<file path="src/rtl/mdriver_pkg.sv">
// -----------------------------------------------------------------------------
// mdriver_pkg
// Shared types for the mdriver request sequencer.
//   seq_state_t : sequencer FSM states
//   md_req_t    : one buffered core request {we, addr, wdata}
//   sat_inc8    : saturating 8-bit increment used by the error counter
// The request entry is sized by MD_ADDR_W / MD_DATA_W. The sequencer's
// ADDR_W / DATA_W parameters must not exceed these widths.
// -----------------------------------------------------------------------------
package mdriver_pkg;

  localparam int MD_ADDR_W = 32;
  localparam int MD_DATA_W = 32;

  typedef enum logic [2:0] {
    IDLE  = 3'd0,
    ISSUE = 3'd1,
    WAIT  = 3'd2,
    DRAIN = 3'd3,
    RESP  = 3'd4
  } seq_state_t;

  typedef struct packed {
    logic                 we;
    logic [MD_ADDR_W-1:0] addr;
    logic [MD_DATA_W-1:0] wdata;
  } md_req_t;

  function automatic logic [7:0] sat_inc8(input logic [7:0] v);
    return (v == 8'hFF) ? v : v + 8'd1;
  endfunction

endpackage

</file>
<file path="src/rtl/mdriver_req_sequencer_if.sv">
// -----------------------------------------------------------------------------
// mdriver_req_sequencer_if
// Bundles the core request/response channels and the mdriver master-side
// signals of the request sequencer.
//   slave  : the sequencer's view (takes core requests, drives the wrapper)
//   master : the environment's view (core + wrapper side)
// Signals:
//   req_valid/req_ready/req_we/req_addr/req_wdata : core request channel
//   rsp_valid/rsp_ready/rsp_we/rsp_rdata/rsp_err  : core response channel
//   md_exec/md_we/md_addr/md_wdata                : launch towards the wrapper
//   md_rdata/md_fin                               : completion from the wrapper
//   err_count                                     : saturating timeout count
// -----------------------------------------------------------------------------
interface mdriver_req_sequencer_if #(
  parameter int ADDR_W = 32,
  parameter int DATA_W = 32
);

  logic              req_valid;
  logic              req_ready;
  logic              req_we;
  logic [ADDR_W-1:0] req_addr;
  logic [DATA_W-1:0] req_wdata;

  logic              rsp_valid;
  logic              rsp_ready;
  logic              rsp_we;
  logic [DATA_W-1:0] rsp_rdata;
  logic              rsp_err;

  logic              md_exec;
  logic              md_we;
  logic [ADDR_W-1:0] md_addr;
  logic [DATA_W-1:0] md_wdata;
  logic [DATA_W-1:0] md_rdata;
  logic              md_fin;

  logic [7:0]        err_count;

  modport slave (
    input  req_valid, req_we, req_addr, req_wdata,
    input  rsp_ready,
    input  md_rdata, md_fin,
    output req_ready,
    output rsp_valid, rsp_we, rsp_rdata, rsp_err,
    output md_exec, md_we, md_addr, md_wdata,
    output err_count
  );

  modport master (
    output req_valid, req_we, req_addr, req_wdata,
    output rsp_ready,
    output md_rdata, md_fin,
    input  req_ready,
    input  rsp_valid, rsp_we, rsp_rdata, rsp_err,
    input  md_exec, md_we, md_addr, md_wdata,
    input  err_count
  );

endinterface

</file>
<file path="src/rtl/md_req_fifo.sv">
// -----------------------------------------------------------------------------
// md_req_fifo
// Synchronous first-word-fall-through FIFO of md_req_t entries.
// Ports:
//   clk, nreset   : clock, synchronous active-low reset (pointers/count only)
//   push_i        : write push_data_i (ignored when full)
//   push_data_i   : entry to store
//   pop_i         : drop the head entry (ignored when empty)
//   head_o        : current head entry, all-zero while empty
//   empty_o       : no entries held
//   full_o        : DEPTH entries held
// DEPTH must be a power of two so the pointers wrap naturally.
// -----------------------------------------------------------------------------
module md_req_fifo
  import mdriver_pkg::*;
#(
  parameter int DEPTH = 4
) (
  input  logic    clk,
  input  logic    nreset,
  input  logic    push_i,
  input  md_req_t push_data_i,
  input  logic    pop_i,
  output md_req_t head_o,
  output logic    empty_o,
  output logic    full_o
);

  localparam int PTR_W = $clog2(DEPTH);
  localparam int CNT_W = PTR_W + 1;

  md_req_t          mem_q [DEPTH];
  logic [PTR_W-1:0] wr_ptr_q, wr_ptr_d;
  logic [PTR_W-1:0] rd_ptr_q, rd_ptr_d;
  logic [CNT_W-1:0] count_q, count_d;
  logic             do_push;
  logic             do_pop;

  assign empty_o = (count_q == '0);
  assign full_o  = (count_q == CNT_W'(DEPTH));
  assign do_push = push_i && !full_o;
  assign do_pop  = pop_i && !empty_o;

  // Storage is never reset, so mask the head while empty to present zeros.
  assign head_o = empty_o ? '0 : mem_q[rd_ptr_q];

  always_comb begin
    wr_ptr_d = wr_ptr_q;
    rd_ptr_d = rd_ptr_q;
    count_d  = count_q;
    if (do_push) wr_ptr_d = wr_ptr_q + 1'b1;
    if (do_pop)  rd_ptr_d = rd_ptr_q + 1'b1;
    // Simultaneous push and pop leaves the count unchanged.
    case ({do_push, do_pop})
      2'b10:   count_d = count_q + 1'b1;
      2'b01:   count_d = count_q - 1'b1;
      default: count_d = count_q;
    endcase
  end

  always_ff @(posedge clk) begin
    if (!nreset) begin
      wr_ptr_q <= '0;
      rd_ptr_q <= '0;
      count_q  <= '0;
    end else begin
      wr_ptr_q <= wr_ptr_d;
      rd_ptr_q <= rd_ptr_d;
      count_q  <= count_d;
    end
  end

  always_ff @(posedge clk) begin
    if (do_push) mem_q[wr_ptr_q] <= push_data_i;
  end

endmodule

</file>
<file path="src/rtl/mdriver_req_sequencer.sv">
// -----------------------------------------------------------------------------
// mdriver_req_sequencer
// Upstream stage of the AXI-lite master wrapper. Buffers core load/store
// requests, launches them one at a time towards the wrapper, waits for its
// fin pulse and returns a response to the core. A watchdog turns a missing
// fin into an error response; the late fin is still awaited (DRAIN) so the
// wrapper is idle before the next launch.
// Ports:
//   clk    : clock
//   nreset : synchronous active-low reset; aborts any transaction in flight
//   bus    : request/response/wrapper signals (slave modport)
// Parameters:
//   ADDR_W, DATA_W : bus widths (<= package entry widths)
//   DEPTH          : request FIFO entries, power of two, >= 2
//   TIMEOUT        : WAIT cycles before an error response, >= 4
// -----------------------------------------------------------------------------
module mdriver_req_sequencer
  import mdriver_pkg::*;
#(
  parameter int ADDR_W  = 32,
  parameter int DATA_W  = 32,
  parameter int DEPTH   = 4,
  parameter int TIMEOUT = 256
) (
  input logic                    clk,
  input logic                    nreset,
  mdriver_req_sequencer_if.slave bus
);

  localparam int WD_W = $clog2(TIMEOUT);
  localparam logic [WD_W-1:0] WD_LAST = WD_W'(TIMEOUT - 1);

  seq_state_t        state_q, state_d;
  logic [WD_W-1:0]   wd_q, wd_d;
  logic              exec_q, exec_d;
  logic              rsp_we_q, rsp_we_d;
  logic [DATA_W-1:0] rsp_rdata_q, rsp_rdata_d;
  logic              rsp_err_q, rsp_err_d;
  logic [7:0]        err_count_q, err_count_d;

  md_req_t push_entry;
  md_req_t head;
  logic    fifo_push;
  logic    fifo_pop;
  logic    fifo_empty;
  logic    fifo_full;

  always_comb begin
    push_entry       = '0;
    push_entry.we    = bus.req_we;
    push_entry.addr  = MD_ADDR_W'(bus.req_addr);
    push_entry.wdata = MD_DATA_W'(bus.req_wdata);
  end

  assign fifo_push = bus.req_valid && !fifo_full;

  md_req_fifo #(
    .DEPTH (DEPTH)
  ) u_fifo (
    .clk         (clk),
    .nreset      (nreset),
    .push_i      (fifo_push),
    .push_data_i (push_entry),
    .pop_i       (fifo_pop),
    .head_o      (head),
    .empty_o     (fifo_empty),
    .full_o      (fifo_full)
  );

  // The head is only popped when leaving WAIT/DRAIN, so the wrapper-side
  // fields stay put for the whole transaction (the wrapper selects fin by we).
  assign bus.req_ready = !fifo_full;
  assign bus.md_exec   = exec_q;
  assign bus.md_we     = head.we;
  assign bus.md_addr   = ADDR_W'(head.addr);
  assign bus.md_wdata  = DATA_W'(head.wdata);
  assign bus.rsp_valid = (state_q == RESP);
  assign bus.rsp_we    = rsp_we_q;
  assign bus.rsp_rdata = rsp_rdata_q;
  assign bus.rsp_err   = rsp_err_q;
  assign bus.err_count = err_count_q;

  always_comb begin
    state_d     = state_q;
    wd_d        = wd_q;
    rsp_we_d    = rsp_we_q;
    rsp_rdata_d = rsp_rdata_q;
    rsp_err_d   = rsp_err_q;
    err_count_d = err_count_q;
    fifo_pop    = 1'b0;

    unique case (state_q)
      IDLE: begin
        if (!fifo_empty) state_d = ISSUE;
      end

      ISSUE: begin
        wd_d    = '0;
        state_d = WAIT;
      end

      WAIT: begin
        // fin takes priority over a watchdog expiry in the same cycle.
        if (bus.md_fin) begin
          rsp_we_d    = head.we;
          rsp_rdata_d = head.we ? '0 : bus.md_rdata;
          rsp_err_d   = 1'b0;
          fifo_pop    = 1'b1;
          state_d     = RESP;
        end else if (wd_q == WD_LAST) begin
          rsp_we_d    = head.we;
          rsp_rdata_d = '0;
          rsp_err_d   = 1'b1;
          err_count_d = sat_inc8(err_count_q);
          state_d     = DRAIN;
        end else begin
          wd_d = wd_q + 1'b1;
        end
      end

      DRAIN: begin
        // Late fin: its data is discarded, the error response stands.
        if (bus.md_fin) begin
          fifo_pop = 1'b1;
          state_d  = RESP;
        end
      end

      RESP: begin
        if (bus.rsp_ready) state_d = IDLE;
      end

      default: begin
        state_d = IDLE;
      end
    endcase

    // Launch pulse is registered: high exactly for the single ISSUE cycle.
    exec_d = (state_d == ISSUE);
  end

  always_ff @(posedge clk) begin
    if (!nreset) begin
      state_q     <= IDLE;
      wd_q        <= '0;
      exec_q      <= 1'b0;
      rsp_we_q    <= 1'b0;
      rsp_rdata_q <= '0;
      rsp_err_q   <= 1'b0;
      err_count_q <= '0;
    end else begin
      state_q     <= state_d;
      wd_q        <= wd_d;
      exec_q      <= exec_d;
      rsp_we_q    <= rsp_we_d;
      rsp_rdata_q <= rsp_rdata_d;
      rsp_err_q   <= rsp_err_d;
      err_count_q <= err_count_d;
    end
  end

endmodule

</file>
<file path="src/flat_wrapper.sv">
// flat-port wrapper written by rule: the top's interface ports become plain ports
module mdriver_req_sequencer_flat import mdriver_pkg::*;
#(
  parameter int ADDR_W  = 32,
  parameter int DATA_W  = 32,
  parameter int DEPTH   = 4,
  parameter int TIMEOUT = 256
)
  (clk, nreset, bus_req_valid, bus_req_we, bus_req_addr, bus_req_wdata, bus_rsp_ready, bus_md_rdata, bus_md_fin, bus_req_ready, bus_rsp_valid, bus_rsp_we, bus_rsp_rdata, bus_rsp_err, bus_md_exec, bus_md_we, bus_md_addr, bus_md_wdata, bus_err_count);
  mdriver_req_sequencer_if #(.ADDR_W(ADDR_W), .DATA_W(DATA_W)) bus_i ();
  input logic clk;
  input logic nreset;
  input wire logic [$bits(bus_i.req_valid)-1:0] bus_req_valid;
  input wire logic [$bits(bus_i.req_we)-1:0] bus_req_we;
  input wire logic [$bits(bus_i.req_addr)-1:0] bus_req_addr;
  input wire logic [$bits(bus_i.req_wdata)-1:0] bus_req_wdata;
  input wire logic [$bits(bus_i.rsp_ready)-1:0] bus_rsp_ready;
  input wire logic [$bits(bus_i.md_rdata)-1:0] bus_md_rdata;
  input wire logic [$bits(bus_i.md_fin)-1:0] bus_md_fin;
  output wire logic [$bits(bus_i.req_ready)-1:0] bus_req_ready;
  output wire logic [$bits(bus_i.rsp_valid)-1:0] bus_rsp_valid;
  output wire logic [$bits(bus_i.rsp_we)-1:0] bus_rsp_we;
  output wire logic [$bits(bus_i.rsp_rdata)-1:0] bus_rsp_rdata;
  output wire logic [$bits(bus_i.rsp_err)-1:0] bus_rsp_err;
  output wire logic [$bits(bus_i.md_exec)-1:0] bus_md_exec;
  output wire logic [$bits(bus_i.md_we)-1:0] bus_md_we;
  output wire logic [$bits(bus_i.md_addr)-1:0] bus_md_addr;
  output wire logic [$bits(bus_i.md_wdata)-1:0] bus_md_wdata;
  output wire logic [$bits(bus_i.err_count)-1:0] bus_err_count;
  assign bus_i.req_valid = bus_req_valid;
  assign bus_i.req_we = bus_req_we;
  assign bus_i.req_addr = bus_req_addr;
  assign bus_i.req_wdata = bus_req_wdata;
  assign bus_i.rsp_ready = bus_rsp_ready;
  assign bus_i.md_rdata = bus_md_rdata;
  assign bus_i.md_fin = bus_md_fin;
  assign bus_req_ready = bus_i.req_ready;
  assign bus_rsp_valid = bus_i.rsp_valid;
  assign bus_rsp_we = bus_i.rsp_we;
  assign bus_rsp_rdata = bus_i.rsp_rdata;
  assign bus_rsp_err = bus_i.rsp_err;
  assign bus_md_exec = bus_i.md_exec;
  assign bus_md_we = bus_i.md_we;
  assign bus_md_addr = bus_i.md_addr;
  assign bus_md_wdata = bus_i.md_wdata;
  assign bus_err_count = bus_i.err_count;
  mdriver_req_sequencer #(.ADDR_W(ADDR_W), .DATA_W(DATA_W), .DEPTH(DEPTH), .TIMEOUT(TIMEOUT)) u_core (.clk(clk), .nreset(nreset), .bus(bus_i));
endmodule
</file>
<file path="config.mk">
export PLATFORM = sky130hd
export DESIGN_NAME = mdriver_req_sequencer_flat
export DESIGN_NICKNAME = d
export VERILOG_FILES = /design/src/rtl/mdriver_pkg.sv /design/src/rtl/mdriver_req_sequencer_if.sv /design/src/rtl/md_req_fifo.sv /design/src/rtl/mdriver_req_sequencer.sv /design/src/flat_wrapper.sv
export SDC_FILE = /design/constraint.sdc
export NUM_CORES = 1
export LEC_CHECK = 0
export ABC_AREA = 1
export BUFFER_PORTS_ARGS = -buffer_cell sky130_fd_sc_hd__buf_4
export CAP_MARGIN = 15
export CORE_ASPECT_RATIO = 1.1
export CORE_MARGIN = 5
export CORE_UTILIZATION = 42
export CTS_CLUSTER_SIZE = 20
export DETAILED_ROUTE_END_ITERATION = 12
export GPL_TIMING_DRIVEN = 0
export SLEW_MARGIN = 10
export SYNTH_ARGS = -nofsm -noshare
export SYNTH_HDL_FRONTEND = slang
export SYNTH_SLANG_ARGS = --single-unit
</file>
<file path="constraint.sdc">
create_clock -name clk -period 6.2 [get_ports clk]
set_input_delay 1.86 -clock clk [delete_from_list [all_inputs] [get_ports clk]]
set_output_delay 1.86 -clock clk [all_outputs]
set_load 0.05 [all_outputs]
</file>
==> Yosys cells after proc, flatten, opt, wreduce, memory -nomap -nowiden <==
Memories as Yosys holds them, arrays and structs flattened. A register that Yosys moved wholly into a read port is not among the register bits.
Index checks and enable logic that the tools add are counted.
{ "word_totals": {"regBits": 61, "latchBits": 0, "ramBits": 260, "romBits": 0, "in_bits": 102, "output_inout_bits": 110, "elab_cells": 69, "mem_count": 1} }
{ "op_classes": {"n_addsub": 6, "mul": 0, "div_mod_pow": 0, "n_lt_le_gt_ge": 0, "eq_ne": 12, "shifts": 0, "mux": 24, "n_bitwise": 2, "reduce_logical": 14} }
{ "mem_list": {"columns": ["memory", "depth", "word_bits", "rd", "rd_ports_with_merged_regs", "write_ports", "line", "source"], "rows": [
  ["u_core.u_fifo.mem_q", 4, 65, 1, 1, 1, "md_req_fifo.sv:32", "md_req_t mem_q [DEPTH];"]
]} }
{ "ops": {"columns": ["cell", "n"], "rows": [
  ["$mux 32", 3],
  ["$mux 65", 1],
  ["$add 8x1->8 const B", 2],
  ["$eq 8x8->1 const B", 2],
  ["$mux 8", 2],
  ["$pmux 8 s2", 1],
  ["$mux 3", 5],
  ["$pmux 3 s5", 1],
  ["$mux 1", 8],
  ["$eq 3x1->1 const B", 2],
  ["$eq 3x2->1 const B", 2],
  ["$eq 3x3->1 const B", 2],
  ["$logic_not 3->1", 2],
  ["$pmux 3 s2", 1],
  ["$reduce_bool 2->1", 3],
  ["$add 2x1->2 const B", 2],
  ["$mux 2", 2],
  ["$ne 2x2->1 const B", 2],
  ["$reduce_and 4->1", 1],
  ["$add 3x1->3 const B", 1],
  ["$logic_and 1x1->1", 3],
  ["$reduce_and 3->1", 1],
  ["$sub 3x1->3 const B", 1],
  ["$eq 2x1->1 const B", 1],
  ["5 further kinds", 7]
]} }

==> Logic depth before layout (Yosys ltp) <==
{ "depth": {"depth_word": 6, "ltp_mapped": 10, "mapped_depth_nobuf": 10} }

==> Modules after synthesis <==
A second synthesis with hierarchy kept.
{ "hier_totals": {"hier_cells": 1227, "hier_area_um2": 13188.9} }
{ "by_module_without_submodules": {"columns": ["mod", "instances", "cells_per_inst", "area_per_inst_um2", "seq_area_each_um2"], "rows": [
  ["md_req_fifo", 1, 837, 10568.9, 7987.7],
  ["mdriver_req_sequencer", 1, 390, 2620.0, 1081.0]
]} }

==> Least setup slack after synthesis <==
No wires, ideal clock.
{ "synth_timing": {"kind": "in2reg", "from": "input bus_req_valid", "to": "memory u_core.u_fifo.mem_q[0][0] (netlist name), enable pin", "arrival_time_ns": 4.789, "required_ns": 5.711, "path_slack_ns": 0.922, "stages": 2, "n_path_buf": 0, "path_cell_list": "nand2_1 > nor2_1"} }
{ "synth_via": {"elab_chain_cells": 4} }
{ "synth_rtl": {"columns": ["element", "line", "source"], "rows": [
  ["start: declaration", "flat_wrapper.sv:13", "input wire logic [$bits(bus_i.req_valid)-1:0] bus_req_valid;"],
  ["$logic_and 1x1->1", "mdriver_req_sequencer.sv:55", "assign fifo_push = bus.req_valid && !fifo_full;"],
  ["$logic_and 1x1->1", "md_req_fifo.sv:41", "assign do_push = push_i && !full_o;"],
  ["$mux 1", "md_req_fifo.sv:74", "if (do_push) mem_q[wr_ptr_q] <= push_data_i;"],
  ["$mux 1 (not written as such)", "md_req_fifo.sv:74", null],
  ["end: declaration", "md_req_fifo.sv:32", null]
]} }
No other way between the ends.

==> Worst setup path in the final report <==
{ "layout_timing": {"from": "register u_core.u_fifo.count_q[2]", "to": "output bus_md_addr[27]"} }
{ "layout_via": {"elab_chain_cells": 2} }
{ "layout_rtl": {"columns": ["element", "line", "source"], "rows": [
  ["start: declaration", "md_req_fifo.sv:35", "logic [CNT_W-1:0] count_q, count_d;"],
  ["start signal: assignment", "md_req_fifo.sv:69", "count_q <= count_d;"],
  ["$logic_not 3->1", "md_req_fifo.sv:39", "assign empty_o = (count_q == '0);"],
  ["$mux 65", "md_req_fifo.sv:45", "assign head_o = empty_o ? '0 : mem_q[rd_ptr_q];"],
  ["end: declaration", "flat_wrapper.sv:27", "output wire logic [$bits(bus_i.md_addr)-1:0] bus_md_addr;"]
]} }
No other way between the ends.

==> metrics <==
Tightest Pin Transition a little under 0.8 ns; post-DP HPWL 20900 µm; CP bufs+invs 3; CP delay by family, top buffers and inverters; Post-synth EDFFs between 200 and 300; Area Overhead vs Synth 27.1%; Root Buffer clkbuf_16; Leak between 0.006 and 0.007 µW; Final nets about 1500; maxcap violations 0; crit path DAT 2.64 ns; post-synth top area cell edfxtp_1; Via density between 5 and 6; startpoint types flop; Total GRT Usage about 18%; largest buffer count on any clock path 3; top post-synthesis cells by area edfxtp_1 (61%), dfxtp_1 (9.9%), nor2_1 (8.5%); hold slack about 0.46 ns; CTS Buf Count 35; type of the worst min-delay path reg2reg; Pwr Density 316 nW/µm²; Final Setup Violations 0; f_max between 0.2 and 0.25 GHz; Clk network pwr share between 30% and 40%; Routed Antenna Nets 0; Setup CP Type reg2out; die span in y about 190 µm; Worst Path Required about 4.3 ns; clock sink total roughly 320; YS warnings 0; critical path's largest stage delay about 0.6 ns; synthesized area per cell approximately 11 µm²; fill cell count ~2600; CTS tree done; synthesized flop and latch total about 320; combinational share of power a little over an eighth; crit path capture type primary output; io pins approximately 210; CTS Hold Bufs 0; gp weighted congestion around 0.78; part of the power in registers 48.1%; worst-skew pair later-pin latency about 0.5 ns; Yosys top cell area share approximately three fifths; count leader, synth nor2_1; Horiz. Die Dim around 180 µm; switching power between 1000 and 1500 µW; period utilisation layout 72.5%; Hold Vio Cnt, Final 0; initial antenna violation count 0; minimum clock period ~4.5 ns; maximum vdd drop ~0.00019 V; # rows between 60 and 70; internal power 3810 µW; Critical Path Fanout Max 10; die area 33900 µm²; DRC 0; Pins Over Slew Limit 0; vias post-DR slightly above 9000; Slew HR a little under 50%; vias in the first global route 8897; ys flop type edfxtp_1; top cells by count, synth nor2_1 (289), edfxtp_1 (260), o21ai_0 (139); Pre-antenna DRT Iters 5; post-cts sizing count 0; RSZ-0062 raised after global routing false; Seq/Total Area, Yosys 71.1%; post-route cell area between 15000 and 20000 µm²; largest net degree at the start of global routing 26; DRT iter0 DRCs roughly 680; Placed Instance Area approximately 15000 µm²; core outline area approximately 30000 µm²; Syn Inst Count 1144; clock skew ~0.012 ns; Synth Net Count 1254; global route total overflow 0; Net Sw Frac roughly a quarter; share of layout cells above drive strength 1 between 20 and 25%; H-tree depth 2; port buffer count 210; status finished, final reports clean; # Post-CTS Setup Buffers 0; Wirelength per Cell 17.5 µm; final WL around 32000 µm; Syn Std Cell Area ~13000 µm²; clock transition at the registers of the reported paths ~0.060 ns; Antenna Cells 0; post-synthesis async set-or-reset flop share 0%; Cell variety after synth 23; global-route wire length before repair slightly below 50000 µm; CP max stage cell clkbuf_1; Starting Density between 40% and 50%; CP Cell Sequence nor3_1, clkbuf_1, buf_2, a21oi_1, buf_4
[worst register-to-register path: stages (launching register included)]
cell and delay (ns):
dfxtp_1 0.35, inv_1 0.07, nand3_1 0.13, nand2_1 0.31, nor2_4 0.54, buf_16 0.24, buf_16 0.19, buf_12 0.21
[cell usage in the layout (no fill, tap or decap), types with 3 or more instances in the layout]
cell type	synthesis	routed
nand2_2	3	3
nor3_1	5	5
nand3_1	44	44
buf_4	0	210
buf_16	0	7
nand4_1	6	6
inv_2	4	4
buf_12	0	5
clkbuf_16	0	36
a21oi_1	120	120
nand2_1	91	91
o21ai_0	139	139
nor2_2	3	3
dfxtp_1	63	63
inv_1	37	37
buf_6	4	4
xor2_1	5	5
buf_2	28	28
nor2_4	0	4
nor2_1	289	285
buf_1	12	12
edfxtp_1	260	260
clkbuf_1	20	31
clkinv_1	0	9
ha_1	7	7
[area by class of cell]
type	count	area, µm²	share of cell area (%)
Buffer	64	305	1.88
Clock buffer	48	956	5.90
Clock inverter	15	129	0.795
Inverter	41	154	0.950
Multi-Input combinational cell	716	3250	20.1
Sequential cell	323	9070	56.0
Tap cell	379	474	2.93
Timing Repair Buffer	222	1870	11.5
[cells by family (layout without fill, tap and decap cells)]
group | Yosys count | count (layout) | share of synthesized area [%]
AO/OA/AOI/OAI | 259 | 259 | 10.2
buffers and inverters | 105 | 390 | 3.60
AND/OR/NAND/NOR | 443 | 443 | 13.8
flip-flops | 323 | 323 | 71.1
adder cells (fa/ha/maj) | 8 | 8 | 0.844
XOR/XNOR | 6 | 6 | 0.412
[path summary, 6_finish.rpt]
check                           startpoint                         end  slack [ns]  cells past startpoint
setup / recovery  u_core.u_fifo.count_q[2]             bus_md_addr[27]        1.70                      5
hold / removal    u_core.bus.rsp_rdata[24]    u_core.bus.rsp_rdata[24]        0.46                      2
setup reg to reg  u_core.u_fifo.count_q[1]  u_core.u_fifo.mem_q[1][15]        3.86                      7
hold reg to reg   u_core.bus.rsp_rdata[24]    u_core.bus.rsp_rdata[24]        0.46                      2
[power groups by stage]
stage	registers, µW	clock network [µW]	logic [µW]
CTS	2460	2020	699
finish	2460	1970	690
global route	2470	2110	740
detailed placement	2510	0	698
global placement	2520	0	661
floorplan	2540	0	386
[sequential cells by signal (all words and copies together) (netlist names), named ones only]
name                    flops
u_core.state_q              3
u_core.bus.err_count        8
u_core.bus.rsp_we           1
u_core.bus.md_exec          1
u_core.bus.rsp_rdata       32
u_core.u_fifo.wr_ptr_q      2
u_core.u_fifo.rd_ptr_q      2
u_core.u_fifo.mem_q       260
u_core.wd_q                 8
u_core.bus.rsp_err          1
u_core.u_fifo.count_q       3
[layer usage]
| layer | track usage [%] | wire, µm | vias to the layer above |
|---|---|---|---|
| met2 | 30.8 | 15200 | 286 |
| li1 | - | - | 4484 |
| met4 | 5.01 | 704 | 0 |
| met1 | 22.9 | 13200 | 4235 |
| met3 | 4.90 | 2520 | 50 |
| met5 | 0 | 0 | - |
[per-stage QoR]
stage | instances | setup WS, ns | power, µW | TNS (ns) | util [%]
2_1_floorplan | 1144 | 0.922 | 2920 | 0 | -
3_3_place_gp | 1733 | -1.52 | 3180 | -378.87 | 49.0
3_5_place_dp | 1745 | 2.17 | 3210 | 0 | 50.1
4_1_cts | 1808 | 1.61 | 5180 | 0 | 53.7
5_1_grt | 1808 | 1.50 | 5320 | 0 | 53.7
6_report | 1808 | 1.70 | 5130 | 0 | 53.7
Power figures use the tool's default switching activity.
